===== config.mk =====
export PLATFORM = sky130hd
export DESIGN_NAME = alu_result_buffer
export DESIGN_NICKNAME = d
export VERILOG_FILES = /design/src/rtl/alu_result_buffer.sv
export SDC_FILE = /design/constraint.sdc
export NUM_CORES = 1
export LEC_CHECK = 0
export BUFFER_PORTS_ARGS = -buffer_cell sky130_fd_sc_hd__buf_4
export CAP_MARGIN = 20
export CORE_MARGIN = 3
export CORE_UTILIZATION = 25
export CTS_BUF_LIST = sky130_fd_sc_hd__clkbuf_2
export DETAILED_ROUTE_END_ITERATION = 8
export PLACE_DENSITY_LB_ADDON = 0.15
export SYNTH_ARGS = -nofsm -noshare
export SYNTH_HDL_FRONTEND = slang
export SYNTH_SLANG_ARGS = --single-unit

===== constraint.sdc =====
create_clock -name clk -period 4.8 [get_ports clk]
set_clock_uncertainty 0.05 [all_clocks]
set_input_delay 0.24 -clock clk [delete_from_list [all_inputs] [get_ports clk]]
set_output_delay 0.24 -clock clk [all_outputs]
set_load 0.05 [all_outputs]

===== src/rtl/alu_result_buffer.sv =====
// Capture buffer behind the ALU: one record per rising edge of done, kept in a
// small first-word-fall-through FIFO that drains over a valid/ready handshake.
module alu_result_buffer #(
    parameter int DEPTH = 4,
    parameter int CNT_W = 8
) (
    input  logic                     clk,
    input  logic                     reset,
    input  logic [5:0]               result,
    input  logic                     gt_zero_flag,
    input  logic                     SF,
    input  logic                     CF,
    input  logic                     ZF,
    input  logic                     done,
    output logic [9:0]               out_data,
    output logic                     out_valid,
    input  logic                     out_ready,
    output logic [$clog2(DEPTH):0]   level,
    output logic                     overflow,
    input  logic                     clr_overflow,
    output logic [CNT_W-1:0]         capture_count,
    output logic [CNT_W-1:0]         drop_count
);
    localparam int PTR_W = $clog2(DEPTH);
    localparam int LVL_W = PTR_W + 1;

    typedef struct packed {
        logic       sf;
        logic       cf;
        logic       zf;
        logic       gt;
        logic [5:0] res;
    } rec_t;

    logic [DEPTH-1:0][9:0] mem;
    logic [PTR_W-1:0]      rd_ptr, wr_ptr, rd_next;
    logic [LVL_W-1:0]      level_next;
    logic                  done_q;
    logic                  cap, pop, push, drop, full;
    rec_t                  rec;
    logic [9:0]            head_next;

    always_comb begin
        rec        = '{sf: SF, cf: CF, zf: ZF, gt: gt_zero_flag, res: result};
        cap        = done & ~done_q;
        pop        = out_valid & out_ready;
        full       = (level == LVL_W'(DEPTH));
        push       = cap & (~full | pop);
        drop       = cap & full & ~pop;
        rd_next    = rd_ptr + PTR_W'(pop);
        level_next = level + LVL_W'(push) - LVL_W'(pop);
        // A push landing in the slot that becomes the head must bypass the array.
        head_next  = (push && (wr_ptr == rd_next)) ? rec : mem[rd_next];
    end

    always_ff @(posedge clk) begin
        if (push) mem[wr_ptr] <= rec;
    end

    always_ff @(posedge clk or negedge reset) begin
        if (!reset) begin
            done_q        <= 1'b0;
            rd_ptr        <= '0;
            wr_ptr        <= '0;
            level         <= '0;
            out_valid     <= 1'b0;
            out_data      <= '0;
            overflow      <= 1'b0;
            capture_count <= '0;
            drop_count    <= '0;
        end else begin
            done_q    <= done;
            rd_ptr    <= rd_next;
            wr_ptr    <= wr_ptr + PTR_W'(push);
            level     <= level_next;
            out_valid <= (level_next != '0);
            out_data  <= (level_next != '0) ? head_next : '0;
            if (drop)              overflow <= 1'b1;
            else if (clr_overflow) overflow <= 1'b0;
            if (push && capture_count != '1) capture_count <= capture_count + 1'b1;
            if (drop && drop_count != '1)    drop_count    <= drop_count + 1'b1;
        end
    end
endmodule


==> results by group, run 1 <==
GRT
  • First-pass GRT wire length: between 10 and 15 mm
  • Largest net degree at the start of global routing: 37
  • Antenna violations before repair: 0
  • Vias in the first global route: approximately 2000
  • Total gr overflow: 0
  • Total track usage: 0.105

Place
  • Post-placement cell count: ~420
  • RD Place Congestion: about 0.7
  • Dpl hpwl: between 4 and 5 mm
  • IO Port Bufs: 45

Timing
  • Pins Over Slew Limit: 0
  • TNS Setup: 0 ps
  • Crit path time final: roughly 3100 ps
  • Slew at the pin closest to its max-slew limit: 1060 ps
  • Final hold violation count: 0
  • Achievable frequency: about 320 MHz
  • Max_slew headroom: 0.288
  • Final Setup Violations: 0
  • RSZ-0062 raised after global routing: false
  • Final Cycle Share: 0.646

Worst setup path
  • Startpoint types: register
  • Crit-path max cell delay: approximately 600 ps
  • Reg2reg setup slack: about 1700 ps
  • Cells on worst reg2reg path: 11
  • Worst EP required: roughly 5200 ps
  • Top delay family on crit path: compound AO/OA/AOI/OAI gates
  • Arr. time, crit path: approximately 3500 ps
  • Slowest-stage cell, CP: o21ai_1
  • Critical-path maximum fanout: 11
  • CP Capture Type: register
  • Crit Path Class: reg2reg
  • Worst R2R Start: out_valid
  • Worst path buffer plus inverter count: 2
  • Reg2reg end: out_data[2]
  • Crit path cell chain: a211o_1 -> o21ai_1 -> ha_1 -> inv_1 -> ha_1 -> fa_1 -> xnor2_1 -> xnor2_1 -> nor3_1 -> buf_4 -> a21oi_1

Min path
  • HP Start: out_ready
  • WHS Endpoint: overflow
  • Hold Crit Depth: 4
  • Hold crit path type: in2reg

Pwr
  • Clk network pwr share: 0.151
  • Sequential Power Share: 0.391
  • Pint: between 1 and 1.5 mW
  • Combinational share of power: 0.458
  • Switching share of total power: 0.445
  • NetSw: ~1.1 mW
  • Overall power: 2.46 mW
  • Power per cell area: 621 nW/um2
  • Leak pwr: about 1.6 nW
  • Peak VDD IR: 0.327 mV

Cells and area
  • Sequential standard cell area: between 2000 and 2500 um2
  • Commonest non-fill, non-tap cell in the layout: buf_4
  • Final nets: around 290
  • Layout Cells excl Fill: between 400 and 500
  • Core Util, Final: 0.324
  • Area grow syn2layout: 25.1%
  • Leading cell types in the layout, fill and taps excluded: buf_4 (48), edfxtp_1 (40), dfrtp_1 (36)
  • Share of cells above drive strength 1: 0.264
  • Area occupied by multi-input gates: 1010 um2
  • Diodes inserted: 0
  • Fillcell total: between 1000 and 1500

Logic synthesis
  • Mean post-synth cell area: 15.4 um2
  • Post-synthesis sequential area ratio: 0.664
  • Post-Syn Nets: 227
  • Mapped cell area: between 3000 and 4000 um2
  • Number of flops mapped to enable cells by yosys: 40
  • Seq cells post-synth: 76
  • Synth Warn #: 0
  • Ys async rst share: 0.474
  • Synth Instances: slightly above 200
  • Unique masters post-synth: 34
  • Main synth FF type: edfxtp_1

Floorplan
  • Core ar.: roughly 12000 um2
  • Die Height: about 120 um
  • Num rows: 40
  • Die area: between 10000 and 15000 um2
  • Num ports: 46
  • Width of the die: ~120 um
  • Initial core utilization: 0.259

CTS
  • Clk sinks: 76
  • TritonCTS clock tree: built
  • Register clock-pin slew on the reported worst setup and hold paths: 230 ps
  • Htree depth: 3
  • Root Driver: clkbuf_2
  • Post-CTS sizing: 0
  • CTS Buf Count: 9
  • Clock Path Buffers: 2
  • Clock Latency Late Sink: around 540 ps

Routing
  • Drt wl/cell: about 15 um
  • Drt via density: 4.16
  • Drt total wl: just under 7 mm
  • Final ANT Viol Nets: 0
  • Via Count: around 1800
  • 1st-iter DRT viols: 170
  • Drt first pass iters: 4
  • Drt drc: 0

Outcome
  • Status: completed

Run
  • Max-Cap Viols: 0
[synth_stat cells, drive strengths merged (3+ instances only)]
| cell | count | share of area |
|---|---|---|
| a21oi | 10 | 0.016 |
| buf | 4 | 0.0071 |
| dfrtp | 36 | 0.28 |
| edfxtp | 40 | 0.38 |
| ha | 6 | 0.024 |
| inv | 7 | 0.0083 |
| mux4 | 10 | 0.082 |
| nand2 | 3 | 0.0036 |
| nand3 | 20 | 0.033 |
| nand4 | 3 | 0.0059 |
| nor2 | 6 | 0.0071 |
| nor3 | 8 | 0.013 |
| nor3b | 3 | 0.0071 |
| o21ai | 12 | 0.019 |
| xnor2 | 4 | 0.011 |
| xor2 | 17 | 0.052 |
[per-stage QoR]
stage	hold slack [ps]	cell area, um2	setup slack, ps
finish	102	3960	1700
detailed placement	198	3700	1720
floorplan	-106	3160	1910
CTS	44.3	3960	1680
global placement	202	3700	1820
global route	50.5	3960	1380
[worst max path at each step]
| stage | from | to | slack [ps] | cells after the start |
|---|---|---|---|---|
| global placement | out_valid | out_data[2] | 1820 | 11 |
| CTS | out_valid | out_data[2] | 1680 | 11 |
| floorplan | out_valid | out_data[0] | 1910 | 12 |
| detailed placement | out_valid | out_data[6] | 1720 | 11 |
| finish | out_valid | out_data[2] | 1700 | 11 |
| global route | out_valid | out_data[2] | 1380 | 11 |
[area by class of cell]
cell class / instances / share of cell area
flip-flops and latches: 76 / 0.531
multi-input cells: 116 / 0.254
clock inverters: 6 / 0.0183
inverters: 7 / 0.00664
clock buffers: 10 / 0.0126
repair buffers: 61 / 0.124
well taps: 168 / 0.0531
[repair_timing]
| item | CTS | global route |
|---|---|---|
| hold buffers | 13 | 0 |
| buffers inserted | 0 | 0 |
| endpoints found under the hold margin | 88 | 0 |
[metal layers]
metal | track usage | up-vias | routed length [um]
met3 | 0.0368 | 5 | 417
met4 | 0.0391 | 0 | 84
met1 | 0.141 | 886 | 3190
met5 | 0 | - | 0
met2 | 0.156 | 58 | 3110
li1 | - | 897 | -
[cell families (layout without fill, tap and decap cells)]
kind of cell | after synthesis | in the layout | share of synthesized area
compound gates | 26 | 26 | 0.0486
mux | 12 | 12 | 0.0890
xor+xnor | 21 | 21 | 0.0629
simple gates | 50 | 50 | 0.0874
buf+inv | 13 | 84 | 0.0178
flops | 76 | 76 | 0.664
fa+ha+maj | 7 | 7 | 0.0301
[tightest hold or removal path: stages]
cell and delay, ps:
buf_4 100, a211oi_2 60, nand3_2 160, o21ai_0 110
[flip-flops by register name, indices dropped and copies added (netlist names)]
signal / count
rd_ptr: 2
mem: 40
overflow: 1
out_data: 10
wr_ptr: 2
done_q: 1
out_valid: 1
capture_count: 8
drop_count: 8
level: 3
[power by group through the flow]
stage	Combinational (mW)	Sequential (mW)	Clock, mW
4_1_cts	1.15	0.963	0.393
3_5_place_dp	1.14	0.976	0
2_1_floorplan	0.506	1.25	0
3_3_place_gp	1.13	0.975	0
5_1_grt	1.24	0.985	0.422
6_report	1.13	0.962	0.371
(Power assumes the default switching activity.)
==> run 2, diff against run 1 <==
==> constraint.sdc (replaced) <==
create_clock -name clk -period 2.55 [get_ports clk]
set_clock_uncertainty 0.05 [all_clocks]
set_input_delay 0.1275 -clock clk [delete_from_list [all_inputs] [get_ports clk]]
set_output_delay 0.1275 -clock clk [all_outputs]
set_load 0.05 [all_outputs]
==> run 2 against run 1 <==
- final area rose by 5.8%
- sequential share of layout area decreased by 2.8 points
- combinational power up 120%
- via count is 8.9% higher
- count of clock-buffer cells in the layout is 1 lower
- non-clock buffer count rose by 19
- register-to-register slack worse by 1600 ps
- wire length increased by 6.6%
- clock power increased by 91%
==> results by group, run 2 (synthesis results as in run 1) <==
Routing
  • Drt first pass iters: 4
  • Via Count: approximately 2000
  • Drt total wl: 7.25 mm
  • 1st-iter DRT viols: 124
  • Drt wl/cell: 15.7 um
  • Drt via density: approximately 4.3
  • Drt drc: 0
  • Final ANT Viol Nets: 0

Timing
  • RSZ-0062 raised after global routing: true
  • Final Setup Violations: 0
  • Max_slew headroom: 0.646
  • TNS Setup: 0 ps
  • Final Cycle Share: 0.979
  • Achievable frequency: about 400 MHz
  • Pins Over Slew Limit: 0
  • Crit path time final: between 2000 and 2500 ps
  • Final hold violation count: 0
  • Slew at the pin closest to its max-slew limit: 530 ps
  • Final worst slack: 54.1 ps

Pwr
  • NetSw: 2.21 mW
  • Leak pwr: 1.72 nW
  • Clk network pwr share: 0.141
  • Power per cell area: between 1000 and 1500 nW/um2
  • Switching share of total power: 0.440
  • Pint: roughly 2.8 mW
  • Combinational share of power: 0.501
  • Peak VDD IR: between 0.4 and 0.5 mV
  • Sequential Power Share: 0.358

CTS
  • CTS Buf Count: 9
  • Clk sinks: 76
  • TritonCTS clock tree: built
  • Clock Latency Late Sink: roughly 540 ps
  • Clock Path Buffers: 2
  • Htree depth: 3
  • Register clock-pin slew on the reported worst setup and hold paths: between 200 and 250 ps
  • Root Driver: clkbuf_2

Min path
  • Hold Crit Depth: 2
  • Hold crit path type: in2reg
  • WHS Endpoint: done_q
  • HP Start: done

GRT
  • Largest net degree at the start of global routing: 22
  • Vias in the first global route: 2080
  • First-pass GRT wire length: between 10 and 15 mm
  • Total gr overflow: 0
  • Total track usage: 0.109
  • Antenna violations before repair: 0

Worst setup path
  • Worst EP required: just under 3000 ps
  • Cells on worst reg2reg path: 12
  • Arr. time, crit path: about 2900 ps
  • Crit Path Class: reg2reg
  • Startpoint types: register
  • Worst R2R Start: level[0]
  • Critical-path maximum fanout: 6
  • CP Capture Type: register
  • Reg2reg end: out_data[9]
  • Reg2reg setup slack: approximately 54 ps

Floorplan
  • Initial core utilization: 0.259
  • Width of the die: 119 um
  • Die area: approximately 14000 um2
  • Num ports: 46
  • Num rows: 40
  • Die Height: 119 um
  • Core ar.: approximately 12000 um2

Place
  • Dpl hpwl: between 4 and 5 mm
  • RD Place Congestion: between 0.7 and 0.8
  • Pre-CTS WS: just over 70 ps
  • IO Port Bufs: 45

Cells and area
  • Share of cells above drive strength 1: 0.363
  • Fillcell total: about 1200
  • Leading cell types in the layout, fill and taps excluded: buf_4 (61), edfxtp_1 (40), dfrtp_1 (32)
  • Largest regs: mem (40), out_data (10)
  • Largest register by flop count: mem
  • Diodes inserted: 0
  • Area grow syn2layout: 32.4%
  • Final nets: between 300 and 400
  • Commonest non-fill, non-tap cell in the layout: buf_4
  • Max FFs per register: 40

Outcome
  • Status: completed

Run
  • Max-Cap Viols: 0
## run 2: cell types whose count changed in the layout (fill, tap and decap cells not counted), sizes merged
cell and change:
dlygate4sd3 +3, clkbuf -1, clkinvlp +1, buf +16, inv +1, clkinv -1
## run 2: per-stage QoR
step / util / hold WS, ps / power, mW / cell area [um2] / std cells
after floorplan: - / -218 / 3.33 / 3180 / 205
after global placement: 0.310 / 86.8 / 4.10 / 3790 / 425
after detailed placement: 0.310 / 87.4 / 4.11 / 3790 / 425
after CTS: 0.334 / 18.7 / 4.86 / 4080 / 457
after global routing: 0.343 / 142 / 5.38 / 4190 / 463
final: 0.343 / 218 / 5.04 / 4190 / 463
## run 2: worst max-delay path by stage
stage	start	cells after the start	slack (ps)	endpoint
after global placement	out_valid	11	130	out_data[1]
after floorplan	level[0]	12	-130	out_data[0]
after CTS	out_valid	11	40	out_data[9]
final	level[0]	12	50	out_data[9]
after detailed placement	out_valid	11	70	out_data[9]
after global routing	level[0]	12	-70	out_data[7]
## run 2: worst max-delay path: stages (launching register included)
cell     delay [ps]
dfrtp_2         450
a211o_1         290
o21ai_2         150
ha_1            130
inv_1            40
ha_2            160
fa_2            350
xnor2_2         150
xnor2_2         160
nor3_4          160
buf_4           150
buf_8           120
a21oi_2          40
## run 2: metal layers
layer | vias up | global-route usage | share of wire
met5 | - | 0 | 0
met4 | 0 | 0.0304 | 0.010
met3 | 7 | 0.0359 | 0.050
met2 | 54 | 0.166 | 0.48
met1 | 1004 | 0.148 | 0.46
li1 | 945 | - | -
## run 2: cell type report
cell class	count	area (um2)	share of cell area
flip-flops and latches	76	2110	0.503
multi-input cells	116	1060	0.254
repair buffers	80	658	0.157
well taps	168	210	0.0502
clock inverters	7	80.1	0.0191
clock buffers	9	45.0	0.0108
inverters	7	26.3	0.00627
## run 2: power by group through the flow
stage / logic [mW] / registers, mW / clock network (mW)
finish: 2.52 / 1.80 / 0.710
global route: 2.74 / 1.84 / 0.800
CTS: 2.30 / 1.81 / 0.747
detailed placement: 2.28 / 1.83 / 0
global placement: 2.27 / 1.83 / 0
floorplan: 0.966 / 2.36 / 0
## run 2: what timing repair did
| action | CTS | global route |
|---|---|---|
| hold endpoints to repair | 88 | 1 |
| hold buffers | 16 | 1 |
| setup buffers | 0 | 3 |
| gates resized for setup | 0 | 17 |
| endpoints found under the setup margin | 0 | 11 |
